===== config.mk =====
export PLATFORM = sky130hd
export DESIGN_NAME = fft_stage_sequencer
export DESIGN_NICKNAME = d
export VERILOG_FILES = /design/src/rtl/fft_stage_sequencer.sv
export SDC_FILE = /design/constraint.sdc
export NUM_CORES = 1
export LEC_CHECK = 0
export CAP_MARGIN = 0
export CORE_ASPECT_RATIO = 0.5
export CORE_MARGIN = 1
export CORE_UTILIZATION = 33
export CTS_BUF_LIST = sky130_fd_sc_hd__clkbuf_16
export DETAILED_ROUTE_END_ITERATION = 12
export SKIP_LAST_GASP = 1
export SLEW_MARGIN = 20
export SYNTH_ARGS = -nofsm -noshare
export SYNTH_HDL_FRONTEND = slang
export SYNTH_SLANG_ARGS = --single-unit

===== constraint.sdc =====
create_clock -name i_CLK -period 3 [get_ports i_CLK]
set_input_delay 0.6 -clock i_CLK [delete_from_list [all_inputs] [get_ports i_CLK]]
set_output_delay 0.6 -clock i_CLK [all_outputs]
set_load 0.05 [all_outputs]

===== src/rtl/fft_stage_sequencer.sv =====
// Address/strobe sequencer for an in-place, ping-pong-banked radix-2 DIT FFT.
// Optional feature macro SEQ_STALL_EN adds an i_stall input that freezes the sequencer.
module fft_stage_sequencer #(
    parameter int unsigned LOG2N  = 4,
    parameter int unsigned ADDR_W = LOG2N
) (
    input  logic              i_CLK,
    input  logic              i_RST,
    input  logic              i_start,
`ifdef SEQ_STALL_EN
    input  logic              i_stall,
`endif
    output logic              o_busy,
    output logic              o_done,
    output logic [3:0]        o_stage,
    output logic              o_bank,
    output logic              o_rd_en,
    output logic [ADDR_W-1:0] o_rd_addrA,
    output logic [ADDR_W-1:0] o_rd_addrB,
    output logic [LOG2N-2:0]  o_tw_addr,
    output logic              o_wr_en,
    output logic [ADDR_W-1:0] o_wr_addrA,
    output logic [ADDR_W-1:0] o_wr_addrB
);

    localparam int unsigned   KW     = LOG2N - 1;
    localparam logic [KW-1:0] K_LAST = '1;
    localparam logic [3:0]    S_LAST = 4'(LOG2N - 1);

    typedef enum logic [1:0] {IDLE, RUN, DRAIN, DONE} state_t;

    state_t            state;
    logic [KW-1:0]     k;
    logic [KW-1:0]     k_inc;
    logic              drain_cnt;
    logic              rd_en_q;
    logic              wr_en_q;
    logic              pipe_en;
    logic [ADDR_W-1:0] pipe_a;
    logic [ADDR_W-1:0] pipe_b;
    logic              adv;

    // Lower butterfly address: group base (grp*2*half) plus position within the group.
    function automatic logic [ADDR_W-1:0] base_addr(input logic [3:0] st, input logic [KW-1:0] kk);
        logic [ADDR_W-1:0] kx;
        logic [ADDR_W-1:0] lo_mask;
        kx      = ADDR_W'(kk);
        lo_mask = (ADDR_W'(1) << st) - ADDR_W'(1);
        return ((kx >> st) << (st + 4'd1)) | (kx & lo_mask);
    endfunction

    function automatic logic [ADDR_W-1:0] half_of(input logic [3:0] st);
        return ADDR_W'(1) << st;
    endfunction

    function automatic logic [KW-1:0] tw_of(input logic [3:0] st, input logic [KW-1:0] kk);
        logic [KW-1:0] pos;
        pos = kk & ((KW'(1) << st) - KW'(1));
        return pos << (S_LAST - st);
    endfunction

    assign k_inc = k + KW'(1);

`ifdef SEQ_STALL_EN
    assign adv     = ~i_stall;
`else
    assign adv     = 1'b1;
`endif
    // Strobes are masked while frozen so a held address is never issued twice.
    assign o_rd_en = rd_en_q & adv;
    assign o_wr_en = wr_en_q & adv;

    always_ff @(posedge i_CLK) begin
        if (i_RST) begin
            state      <= IDLE;
            k          <= '0;
            drain_cnt  <= 1'b0;
            o_busy     <= 1'b0;
            o_done     <= 1'b0;
            o_stage    <= '0;
            o_bank     <= 1'b0;
            rd_en_q    <= 1'b0;
            o_rd_addrA <= '0;
            o_rd_addrB <= '0;
            o_tw_addr  <= '0;
            pipe_en    <= 1'b0;
            pipe_a     <= '0;
            pipe_b     <= '0;
            wr_en_q    <= 1'b0;
            o_wr_addrA <= '0;
            o_wr_addrB <= '0;
        end else if (adv) begin
            // Two-cycle write delay: RAM/ROM read latency plus registered butterfly.
            pipe_en    <= rd_en_q;
            pipe_a     <= o_rd_addrA;
            pipe_b     <= o_rd_addrB;
            wr_en_q    <= pipe_en;
            o_wr_addrA <= pipe_a;
            o_wr_addrB <= pipe_b;
            o_done     <= 1'b0;
            case (state)
                IDLE: begin
                    if (i_start) begin
                        state      <= RUN;
                        k          <= '0;
                        o_stage    <= '0;
                        o_bank     <= 1'b0;
                        o_busy     <= 1'b1;
                        rd_en_q    <= 1'b1;
                        o_rd_addrA <= '0;
                        o_rd_addrB <= ADDR_W'(1);
                        o_tw_addr  <= '0;
                    end
                end
                RUN: begin
                    if (k == K_LAST) begin
                        state     <= DRAIN;
                        rd_en_q   <= 1'b0;
                        drain_cnt <= 1'b0;
                    end else begin
                        k          <= k_inc;
                        o_rd_addrA <= base_addr(o_stage, k_inc);
                        o_rd_addrB <= base_addr(o_stage, k_inc) + half_of(o_stage);
                        o_tw_addr  <= tw_of(o_stage, k_inc);
                    end
                end
                DRAIN: begin
                    if (!drain_cnt) begin
                        drain_cnt <= 1'b1;
                    end else begin
                        // Bank flips on every stage exit, so after the last one it names the result bank.
                        o_bank <= ~o_bank;
                        if (o_stage < S_LAST) begin
                            state      <= RUN;
                            k          <= '0;
                            o_stage    <= o_stage + 4'd1;
                            rd_en_q    <= 1'b1;
                            o_rd_addrA <= '0;
                            o_rd_addrB <= half_of(o_stage + 4'd1);
                            o_tw_addr  <= '0;
                        end else begin
                            state  <= DONE;
                            o_busy <= 1'b0;
                            o_done <= 1'b1;
                        end
                    end
                end
                DONE: begin
                    state <= IDLE;
                end
                default: begin
                    state <= IDLE;
                end
            endcase
        end
    end

endmodule


==> results.rst, run 1 <==
.. list-table::
   :header-rows: 1

   * - Metric
     - Value
   * - CTS root buf
     - clkbuf_16
   * - Number of detailed-route iterations in the first pass
     - 4
   * - Count of yosys warnings during synthesis
     - 0
   * - Cells after synthesis
     - 223
   * - Largest buffer count on any clock path
     - 2
   * - CORE AREA
     - 5705 um2
   * - Detail-routed via count per cell
     - 4.997
   * - Peak VDD IR
     - 0.3115 mV
   * - Maximum number of pins on one net before global-route repair
     - 19
   * - Post-detailed-route DRC marker count
     - 0
   * - CP endpoint kind
     - register
   * - Per-instance average area after synthesis
     - 9.084 um2
   * - RSZ-0062 raised after global routing
     - false
   * - Final routed wirelength across all metal layers
     - 4.610 mm
   * - Row count
     - 19
   * - Share of the yosys chip area belonging to registers
     - 0.4250
   * - Filler Cells Inserted
     - 567
   * - Detail Placement HPWL
     - 3.463 mm
   * - Most used flip-flop cell after synthesis
     - dfxtp_1
   * - Critical Path RT
     - 3160 ps
   * - Final Setup Violations
     - 0
   * - Power per cell area
     - 764.2 nW/um2
   * - Share of layout cells above drive strength 1
     - 0.09653
   * - Leading cell types in the layout, fill and taps excluded
     - dfxtp_1, clkdlybuf4s50_1, nor2_1, nor2b_1
   * - Clock sink total
     - 43
   * - Class of the most critical setup path
     - reg2reg
   * - Maximum clock frequency
     - 365.1 MHz
   * - Clock slew at the register clock pins of the worst setup and hold paths
     - 60 ps
   * - DR iter-0 viols
     - 87
   * - Number of standard cells in the layout, taps in and fillers out
     - 332
   * - Worst hold path depth
     - 1
   * - Net count after synthesis
     - 239
   * - Leading cell type in the layout, fill and taps excluded
     - dfxtp_1
   * - CP most frequent cell
     - ha_1
   * - Worst-skew pair later-pin latency
     - 280 ps
   * - Total setup buffers inserted after CTS
     - 0
   * - Leakage power
     - 0.9841 nW
   * - Cell Count Post-Placement
     - 324
   * - Slowest stage delay, CP
     - 340 ps
   * - Critical Path Source Type
     - register
   * - Number of input and output port buffers inserted
     - 30
   * - Routed via count
     - 1659
   * - Final worst clock skew
     - 3.161 ps
   * - Max H-tree Level
     - 2
   * - Worst hold-check slack
     - 440.3 ps
   * - Area growth from synthesis to final layout
     - 27.36%
   * - FF+latch count, synth
     - 43
   * - Worst Hold Class
     - reg2reg
   * - Distinct cell type count after synthesis
     - 44
   * - Max FO, Critical Path
     - 5
   * - Via count of the first global-routing pass
     - 1582
   * - Number of nets at the end of the flow
     - 274
   * - CP cell instances
     - ha_1 -> ha_1 -> and2_1 -> or3_1 -> a41o_1 -> ha_1 -> a21o_1 -> a21oi_1 -> xnor2_1 -> xnor2_1 -> o22ai_1
   * - Proportion of register bits with asynchronous set or reset after synthesis
     - 0
   * - Final TNS setup
     - 0 ps
   * - Area of the mapped netlist
     - 2026 um2
   * - Clock tree from TritonCTS
     - yes
   * - Die span in x
     - 112.8 um
   * - Die ar.
     - 6475 um2
   * - Number of enable-type register cells in the synthesized netlist
     - 0
   * - DIE HEIGHT
     - 57.40 um
   * - Worst reg-to-reg path cell count
     - 11
   * - Outcome
     - finished clean
   * - Number of maximum-capacitance constraint violations
     - 0
   * - Diodes inserted
     - 0
   * - Relative max-transition margin
     - 0.5688
   * - Post-route fraction of the period consumed by the critical path
     - 0.9130
   * - Initial antenna violation count
     - 0
   * - # IOs
     - 31
   * - Gr ovfl total
     - 0
   * - Time the final worst path needs with I/O delays and setup
     - 2739 ps
   * - Overall global routing resource usage
     - 0.1596
   * - Antenna violation net count after detailed routing
     - 0
   * - First-pass GRT wire length
     - 7.893 mm
   * - Detailed-route wire length per cell
     - 13.89 um
   * - Arrival time reported for the critical path endpoint
     - 2900 ps
   * - Number of buffers added by the clock tree synthesis step
     - 5
   * - Worst-path cell with the longest stage delay
     - ha_1
   * - Slew of the pin with the lowest slew margin
     - 640.1 ps
   * - Initial Utilization
     - 0.3550
   * - Final Max Tran Viols
     - 0
   * - Total count of hold-check failures in the final report
     - 0
   * - Routability cong.
     - 0.8565
==> state kept, by name, indices dropped and copies added, names as in the netlist <==
signal and count:
o_tw_addr 3, o_rd_addrA 4, o_rd_en 1, o_bank 1, o_done 1, o_rd_addrB 4
pipe_en 1, o_wr_addrA 4, k 3, o_stage 4, pipe_b 4, o_busy 1
o_wr_addrB 4, o_wr_en 1, state 2, pipe_a 4, drain_cnt 1
==> power by group <==
part / leakage (nW) / internal (mW) / total, mW / switching, mW
sequential: 0.350 / 0.646 / 0.691 / 0.0452
combinational: 0.564 / 0.252 / 0.739 / 0.486
clock: 0.0700 / 0.311 / 0.542 / 0.231
==> critical path: cells and delay by family, from the launching register on <==
family                   cells  cell delay, ps
adder cells (fa/ha/maj)      3             810
AO/OA/AOI/OAI                4             700
XOR/XNOR                     2             300
AND/OR/NAND/NOR              2             490
flip-flops                   1             310
==> kinds of logic after synthesis <==
logic type / share of synthesized area
xor gates and xnor gates: 0.03027
muxes: 0.01544
buffers and inverters: 0.03891
adders and majority gates: 0.08400
AOI/OAI and AO/OA: 0.1532
and+or+nand+nor: 0.2532
DFF: 0.4250
==> synthesized netlist by cell type, types with 2 or more instances <==
master,count,area [um2]
mux2i_1,2,20.02
or3_1,4,25.02
dfxtp_1,43,860.8
xor2_1,2,17.52
a31oi_1,3,18.77
buf_2,3,15.01
a21oi_1,11,55.05
inv_1,8,30.03
nand2_1,12,45.04
xnor2_1,5,43.79
nor3b_1,4,30.03
nand2b_1,7,43.79
o31ai_1,3,22.52
a21o_1,2,15.01
and2_1,3,18.77
a22oi_1,7,52.55
o21ai_0,4,20.02
ha_1,12,150.1
nand3_1,3,15.01
nor3_1,5,25.02
a32oi_1,2,17.52
nor2_1,27,101.4
nor2b_1,23,143.9
o22ai_1,3,18.77
clkbuf_1,6,22.52
==> per-stage QoR <==
stage | total power, mW | instance area (um2) | util | worst slack (ps)
after global routing | 2.094 | 2580 | 0.4522 | 80.93
after floorplan | 1.232 | 2026 | - | 65.16
final | 1.972 | 2580 | 0.4522 | 260.9
after CTS | 1.986 | 2579 | 0.4520 | 156.8
after global placement | 1.432 | 2429 | 0.4257 | 264.0
after detailed placement | 1.440 | 2429 | 0.4257 | 171.8
==> routing by layer <==
metal	routed length, um	share of wire	track usage	vias to the layer above
li1	-	-	-	842
met1	2525	0.55	0.2241	776
met2	1797	0.39	0.2319	36
met3	230	0.050	0.04570	5
met4	57	0.012	0.06095	0
met5	0	0	0	-
==> path summary, 6_finish.rpt <==
kind | start | endpoint | slack (ps)
worst max-delay path | k[0] | o_rd_addrB[3] | 260
worst min-delay path | pipe_en | o_wr_en | 440
worst max register to register | k[0] | o_rd_addrB[3] | 260
worst min register to register | pipe_en | o_wr_en | 440
==> area by class of cell <==
| cell class | instances | area (um2) | share of cell area |
|---|---|---|---|
| clock buffer | 5 | 125.1 | 0.04850 |
| inverter | 8 | 30.03 | 0.01164 |
| multi-input combinational | 162 | 1086 | 0.4210 |
| tap | 73 | 91.34 | 0.03540 |
| timing repair buffer | 38 | 360.3 | 0.1397 |
| sequential | 43 | 862.1 | 0.3341 |
| clock inverter | 3 | 25.02 | 0.009699 |
==> what timing repair did <==
action                                  CTS  global route
hold buffers                              0             0
endpoints found under the setup margin    0             1
resized for setup                         0             1
Power figures use the tool's default switching activity.
==> inputs of run 2 (changes only) <==
--- a/config.mk
+++ b/config.mk
@@ -11,8 +11,10 @@
 export CORE_UTILIZATION = 33
 export CTS_BUF_LIST = sky130_fd_sc_hd__clkbuf_16
 export DETAILED_ROUTE_END_ITERATION = 12
+export REMOVE_ABC_BUFFERS = 1
 export SKIP_LAST_GASP = 1
 export SLEW_MARGIN = 20
 export SYNTH_ARGS = -nofsm -noshare
 export SYNTH_HDL_FRONTEND = slang
 export SYNTH_SLANG_ARGS = --single-unit
+export TNS_END_PERCENT = 50
==> run 2 against run 1 <==
Effect of this change:
- worst setup slack got worse by 57 ps
- count of clock-buffer cells in the layout did not move
- power fell by 2.4%
- core utilization fell by 0.42 points
- largest cell class unchanged
- combinational power fell by 3.7%
- cell area fell by 0.92%
- worst hold slack got worse by 5.2 ps
- flip-flop and latch count did not move
- final cell count fell by 0.60%
- die area did not move
==> results.rst, run 2 (same netlist as run 1, synthesis figures left out) <==
.. list-table::
   :header-rows: 1

   * - Metric
     - Value
   * - Power per cell area
     - 753.0 nW/um2
   * - CP endpoint kind
     - register
   * - CORE AREA
     - 5705 um2
   * - Clock slew at the register clock pins of the worst setup and hold paths
     - 60 ps
   * - Peak VDD IR
     - 0.2692 mV
   * - Comb power frac
     - 0.370
   * - Number of detailed-route iterations in the first pass
     - 4
   * - Number of nets at the end of the flow
     - 272
   * - Net switching power
     - 727.7 uW
   * - Overall global routing resource usage
     - 0.1483
   * - Outcome
     - finished clean
   * - Gr ovfl total
     - 0
   * - Leakage power
     - 0.9742 nW
   * - Part of the total power dissipated in sequential elements
     - 0.361
   * - Final routed wirelength across all metal layers
     - 4.318 mm
   * - # IOs
     - 31
   * - FF/Latch Area
     - 862.1 um2
   * - Maximum number of pins on one net before global-route repair
     - 19
   * - Die span in x
     - 112.8 um
   * - Fraction of power consumed by the clock network
     - 0.269
   * - Worst-skew pair later-pin latency
     - 280 ps
   * - Row count
     - 19
   * - Worst Hold Class
     - reg2reg
   * - Detail Placement HPWL
     - 3.181 mm
   * - Switching power share of the total
     - 0.3781
   * - Initial Utilization
     - 0.3550
   * - Worst-case register-to-register setup slack
     - 200 ps
   * - Max H-tree Level
     - 2
   * - Clock sink total
     - 43
   * - Post-route fraction of the period consumed by the critical path
     - 0.9322
   * - Antenna violation net count after detailed routing
     - 0
   * - CTS root buf
     - clkbuf_16
   * - DIE HEIGHT
     - 57.40 um
   * - Routability cong.
     - 0.8868
   * - Class of the most critical setup path
     - reg2reg
   * - Relative max-transition margin
     - 0.5673
   * - Die ar.
     - 6475 um2
   * - First-pass GRT wire length
     - 7.348 mm
   * - Filler Cells Inserted
     - 551
   * - P_int
     - 1.197 mW
   * - Post-CTS resize count
     - 0
   * - Share of layout cells above drive strength 1
     - 0.08560
   * - Slew of the pin with the lowest slew margin
     - 642.2 ps
   * - Total setup buffers inserted after CTS
     - 0
   * - Initial antenna violation count
     - 0
   * - Leading cell type in the layout, fill and taps excluded
     - dfxtp_1
   * - Crit path setup slack, layout
     - 203.5 ps
   * - DR iter-0 viols
     - 109
   * - Maximum clock frequency
     - 357.6 MHz
   * - RSZ-0062 raised after global routing
     - false
   * - Placement Setup Slack
     - 189.4 ps
   * - Area growth from synthesis to final layout
     - 26.19%
   * - Largest buffer count on any clock path
     - 2
   * - Final Max Tran Viols
     - 0
   * - Post-detailed-route DRC marker count
     - 0
   * - Critical Path RT
     - 3170 ps
   * - Multi-input combinational cell area
     - 1086 um2
   * - Number of buffers added by the clock tree synthesis step
     - 5
   * - Critical Path Source Type
     - register
   * - Arrival time reported for the critical path endpoint
     - 2970 ps
   * - Number of maximum-capacitance constraint violations
     - 0
   * - Clock tree from TritonCTS
     - yes
   * - Final worst clock skew
     - 3.963 ps
   * - Diodes inserted
     - 0
   * - Detailed-route wire length per cell
     - 13.08 um
   * - Time the final worst path needs with I/O delays and setup
     - 2796 ps
   * - Max FO, Critical Path
     - 9
   * - Leading cell types in the layout, fill and taps excluded
     - dfxtp_1, clkdlybuf4s50_1, nor2_1, nor2b_1
   * - Final Setup Violations
     - 0
   * - Via count of the first global-routing pass
     - 1543
   * - Total power
     - 1.925 mW
   * - Detail-routed via count per cell
     - 4.955
   * - Number of buffers inserted for hold repair after clock tree synthesis
     - 0
   * - Number of input and output port buffers inserted
     - 30
   * - Total count of hold-check failures in the final report
     - 0
   * - Routed via count
     - 1635
[run 2: cell count changes in the layout (fill, tap and decap cells not counted)]
| cell | before | now |
|---|---|---|
| buf_4 | 8 | 6 |
| clkinv_2 | 0 | 1 |
| clkinv_4 | 2 | 0 |
| inv_1 | 8 | 9 |
[run 2: worst paths after layout]
check,start,to,cells past startpoint
min,pipe_a[3],o_wr_addrA[3],1
max reg2reg,o_stage[3],o_rd_addrB[3],11
min reg2reg,pipe_a[3],o_wr_addrA[3],1
max,o_stage[3],o_rd_addrB[3],11
[run 2: cell type report]
type | instances | share of cell area
Multi-Input combinational cell | 162 | 0.4249
Sequential cell | 43 | 0.3372
Timing Repair Buffer | 36 | 0.1351
Clock buffer | 5 | 0.04895
Tap cell | 73 | 0.03573
Inverter | 8 | 0.01175
Clock inverter | 3 | 0.006363
[run 2: worst max-delay path, stage by stage, from the launching register on]
cell and delay (ps):
dfxtp_1 390, nand2b_1 200, or3_1 380, ha_1 310
nor2b_1 200, a41o_1 200, ha_1 250, a21o_1 190
a21oi_1 180, xnor2_1 160, xnor2_1 130, o22ai_1 90
[run 2: power by group through the flow]
stage	Combinational (mW)	Sequential, mW	Clock, mW
5_1_grt	0.777	0.707	0.568
3_5_place_dp	0.709	0.707	0
6_report	0.712	0.694	0.518
4_1_cts	0.715	0.694	0.534
2_1_floorplan	0.378	0.841	0
3_3_place_gp	0.712	0.705	0
[run 2: metrics by stage]
step | setup TNS [ps] | cells | hold WS [ps] | area, um2 | util
after CTS | 0 | 330 | 439.7 | 2555 | 0.4478
after global placement | 0 | 322 | 416.9 | 2414 | 0.4230
after detailed placement | 0 | 322 | 424.8 | 2414 | 0.4230
after floorplan | -152.3 | 213 | 413.8 | 1977 | -
after global routing | 0 | 330 | 454.6 | 2556 | 0.4480
final | 0 | 330 | 435.1 | 2556 | 0.4480
[run 2: metal layers]
metal / vias to the layer above / wire (um) / part of all wire / GRT usage
met1: 742 / 2252 / 0.52 / 0.1975
li1: 844 / - / - / -
met4: 0 / 65 / 0.015 / 0.07048
met5: - / 0 / 0 / 0
met2: 45 / 1782 / 0.41 / 0.2125
met3: 4 / 218 / 0.050 / 0.05526
==> inputs of run 3 (changes only) <==
--- a/config.mk
+++ b/config.mk
@@ -5,6 +5,7 @@
 export SDC_FILE = /design/constraint.sdc
 export NUM_CORES = 1
 export LEC_CHECK = 0
+export ABC_AREA = 1
 export CAP_MARGIN = 0
 export CORE_ASPECT_RATIO = 0.5
 export CORE_MARGIN = 1
@@ -12,6 +13,7 @@
 export CTS_BUF_LIST = sky130_fd_sc_hd__clkbuf_16
 export DETAILED_ROUTE_END_ITERATION = 12
 export REMOVE_ABC_BUFFERS = 1
+export SKIP_CTS_REPAIR_TIMING = 1
 export SKIP_LAST_GASP = 1
 export SLEW_MARGIN = 20
 export SYNTH_ARGS = -nofsm -noshare
==> run 3 against run 2 <==
Effect of this change:
- final cell count increased by 19%
- fmax increased by 1.6%
- largest cell class unchanged
- critical path type unchanged
- die area is 6.7% higher
- critical endpoint is now o_rd_addrB[2]
- cell area up 4.9%
- largest power group unchanged
==> results.rst, run 3 <==
.. list-table::
   :header-rows: 1

   * - Metric
     - Value
   * - Most used flip-flop cell after synthesis
     - dfxtp_1
   * - Startpoint of the most critical setup path
     - k[0]
   * - Peak VDD IR
     - 0.3220 mV
   * - Worst hold-check slack
     - 400.3 ps
   * - Maximum clock frequency
     - 363.4 MHz
   * - Die ar.
     - 6911 um2
   * - Initial antenna violation count
     - 0
   * - CORE AREA
     - 6206 um2
   * - Largest delay contributor family on the critical path
     - adder cells
   * - CP most frequent cell
     - ha_1
   * - FF+latch count, synth
     - 43
   * - Number of detailed-route iterations in the first pass
     - 4
   * - Antenna violation net count after detailed routing
     - 0
   * - Slew of the pin with the lowest slew margin
     - 507.2 ps
   * - Library cell with the highest instance count after synthesis
     - inv_1
   * - Final TNS setup
     - 0 ps
   * - Routability cong.
     - 0.9046
   * - Final routed wirelength across all metal layers
     - 4.513 mm
   * - Count of buffer and inverter cells on the critical path
     - 2
   * - Number of enable-type register cells in the synthesized netlist
     - 0
   * - Filler Cells Inserted
     - 649
   * - Outcome
     - finished clean
   * - Area share of the leading cell type in the synthesized netlist
     - 0.3975
   * - Gr ovfl total
     - 0
   * - Max FO, Critical Path
     - 4
   * - Detailed-route wire length per cell
     - 11.45 um
   * - Launch point of the worst reg-to-reg path
     - k[0]
   * - Routed via count
     - 1769
   * - Largest buffer count on any clock path
     - 2
   * - Arrival time reported for the critical path endpoint
     - 2930 ps
   * - Time the final worst path needs with I/O delays and setup
     - 2752 ps
   * - DR iter-0 viols
     - 136
   * - DIE HEIGHT
     - 59.29 um
   * - Uppermost signal routing layer after detailed routing
     - met4
   * - Detail-routed via count per cell
     - 4.490
   * - Area growth from synthesis to final layout
     - 23.86%
   * - Share of the yosys chip area belonging to registers
     - 0.3975
   * - Worst Hold Class
     - reg2reg
   * - Maximum number of pins on one net before global-route repair
     - 16
   * - Via count of the first global-routing pass
     - 1588
   * - First-pass GRT wire length
     - 7.500 mm
   * - Area of the mapped netlist
     - 2166 um2
   * - CTS root buf
     - clkbuf_16
   * - Row count
     - 20
   * - M1 wire length
     - 2.269 mm
   * - # IOs
     - 31
   * - Diodes inserted
     - 0
   * - Cell types with the highest counts after synthesis
     - inv_1, dfxtp_1, nand2_1
   * - Cell taking the most area after synthesis
     - dfxtp_1
   * - Leading cell type in the layout, fill and taps excluded
     - inv_1
   * - Placement Setup Slack
     - 204.3 ps
   * - Crit path setup slack, layout
     - 248.3 ps
   * - Number of maximum-capacitance constraint violations
     - 0
   * - Overall global routing resource usage
     - 0.1430
   * - CP cell instances
     - ha_1 -> ha_1 -> nand3_2 -> nand2_1 -> nand3_1 -> inv_1 -> a21oi_1 -> inv_1 -> ha_1 -> fa_1 -> xnor2_1 -> o21ai_1 -> a22o_1
   * - Detail Placement HPWL
     - 3.501 mm
   * - Worst-path cell with the longest stage delay
     - fa_1
   * - RSZ-0062 raised after global routing
     - false
   * - Per-instance average area after synthesis
     - 7.933 um2
   * - Total count of hold-check failures in the final report
     - 0
   * - Met3 WL post-DR
     - 227 um
   * - Distinct cell type count after synthesis
     - 39
   * - Critical Path RT
     - 3180 ps
   * - Number of nets at the end of the flow
     - 321
   * - Number of input and output port buffers inserted
     - 30
   * - Count of yosys warnings during synthesis
     - 0
   * - Class of the most critical setup path
     - reg2reg
   * - Slowest stage delay, CP
     - 390 ps
   * - Worst-case register-to-register setup slack
     - 250 ps
   * - Relative max-transition margin
     - 0.6608
   * - Die span in x
     - 116.6 um
   * - Critical Path Source Type
     - register
   * - Final Max Tran Viols
     - 0
   * - Clock slew at the register clock pins of the worst setup and hold paths
     - 60 ps
   * - Post-route fraction of the period consumed by the critical path
     - 0.9172
   * - Post-detailed-route DRC marker count
     - 0
   * - Synth top area cells
     - dfxtp_1, inv_1, nand2_1
   * - Max H-tree Level
     - 2
   * - Worst-skew pair later-pin latency
     - 280 ps
   * - Leading cell types in the layout, fill and taps excluded
     - inv_1, dfxtp_1, nand2_1, nor2_1, clkdlybuf4s50_1
   * - Initial Utilization
     - 0.3490
   * - Share of layout cells above drive strength 1
     - 0.1601
   * - Number of buffers added by the clock tree synthesis step
     - 5
   * - Clock tree from TritonCTS
     - yes
   * - Final worst clock skew
     - 3.859 ps
   * - Cells after synthesis
     - 273
   * - Leakage power
     - 1.151 nW
   * - Power per cell area
     - 954.1 nW/um2
   * - Post-route core utilization
     - 0.4323
   * - Clock sink total
     - 43
   * - Wire length on met2
     - 1.874 mm
   * - Proportion of register bits with asynchronous set or reset after synthesis
     - 0
   * - CP endpoint kind
     - register
   * - Start point of the worst min-delay path
     - pipe_b[3]
   * - Final Setup Violations
     - 0
==> run 3: changes by cell type after synthesis, moves of 5 or more <==
cell | previous run | this run
a22oi_1 | 7 | 2
inv_1 | 8 | 46
inv_2 | 0 | 5
nand2_1 | 12 | 41
nand2_2 | 0 | 13
nand2b_1 | 7 | 0
nand3_1 | 3 | 10
nand3_2 | 0 | 6
nor2b_1 | 23 | 0
==> run 3: stage by stage <==
step / cell area [um2] / instances / total power [mW]
after detailed placement: 2537 / 386 / 2.046
final: 2683 / 394 / 2.559
after floorplan: 2105 / 265 / 1.706
after global routing: 2683 / 394 / 2.766
after global placement: 2537 / 386 / 2.026
after CTS: 2679 / 394 / 2.575
==> run 3: cell type report <==
class / count / area [um2] / area share
tap: 88 / 110.1 / 0.04104
clock buffer: 5 / 125.1 / 0.04664
timing repair buffer: 33 / 322.8 / 0.1203
multi-input combinational: 168 / 1041 / 0.3881
sequential: 43 / 862.1 / 0.3214
inverter: 54 / 205.2 / 0.07649
clock inverter: 3 / 16.27 / 0.006063
==> run 3: final timing paths <==
check / end / cells past startpoint
setup / recovery: o_rd_addrB[2] / 13
hold / removal: o_wr_addrB[3] / 2
setup reg to reg: o_rd_addrB[2] / 13
hold reg to reg: o_wr_addrB[3] / 2
==> run 3: cells by family after synthesis <==
family,count (synthesis),share of synthesized area
buf+inv,62,0.1231
compound gates,37,0.1150
simple gates,116,0.2744
xor+xnor,2,0.01156
fa+ha+maj,13,0.07857
flops,43,0.3975
==> run 3: layer usage <==
layer | GRT usage | vias up
met4 | 0.07414 | 0
li1 | - | 928
met5 | 0 | -
met3 | 0.03374 | 10
met2 | 0.2139 | 42
met1 | 0.1935 | 789
==> run 3: worst reg2reg max path, cell delays in order (launching register included) <==
cell	delay (ps)
dfxtp_1	350
ha_1	240
ha_1	360
nand3_2	110
nand2_1	90
nand3_1	100
inv_1	60
a21oi_1	180
inv_1	70
ha_1	220
fa_1	390
xnor2_1	200
o21ai_1	80
a22o_1	190
==> run 3: where the power goes <==
| group | switching, mW | internal [mW] |
|---|---|---|
| logic | 0.864 | 0.433 |
| registers | 0.0800 | 0.667 |
| clock network | 0.212 | 0.303 |
| total | 1.16 | 1.40 |
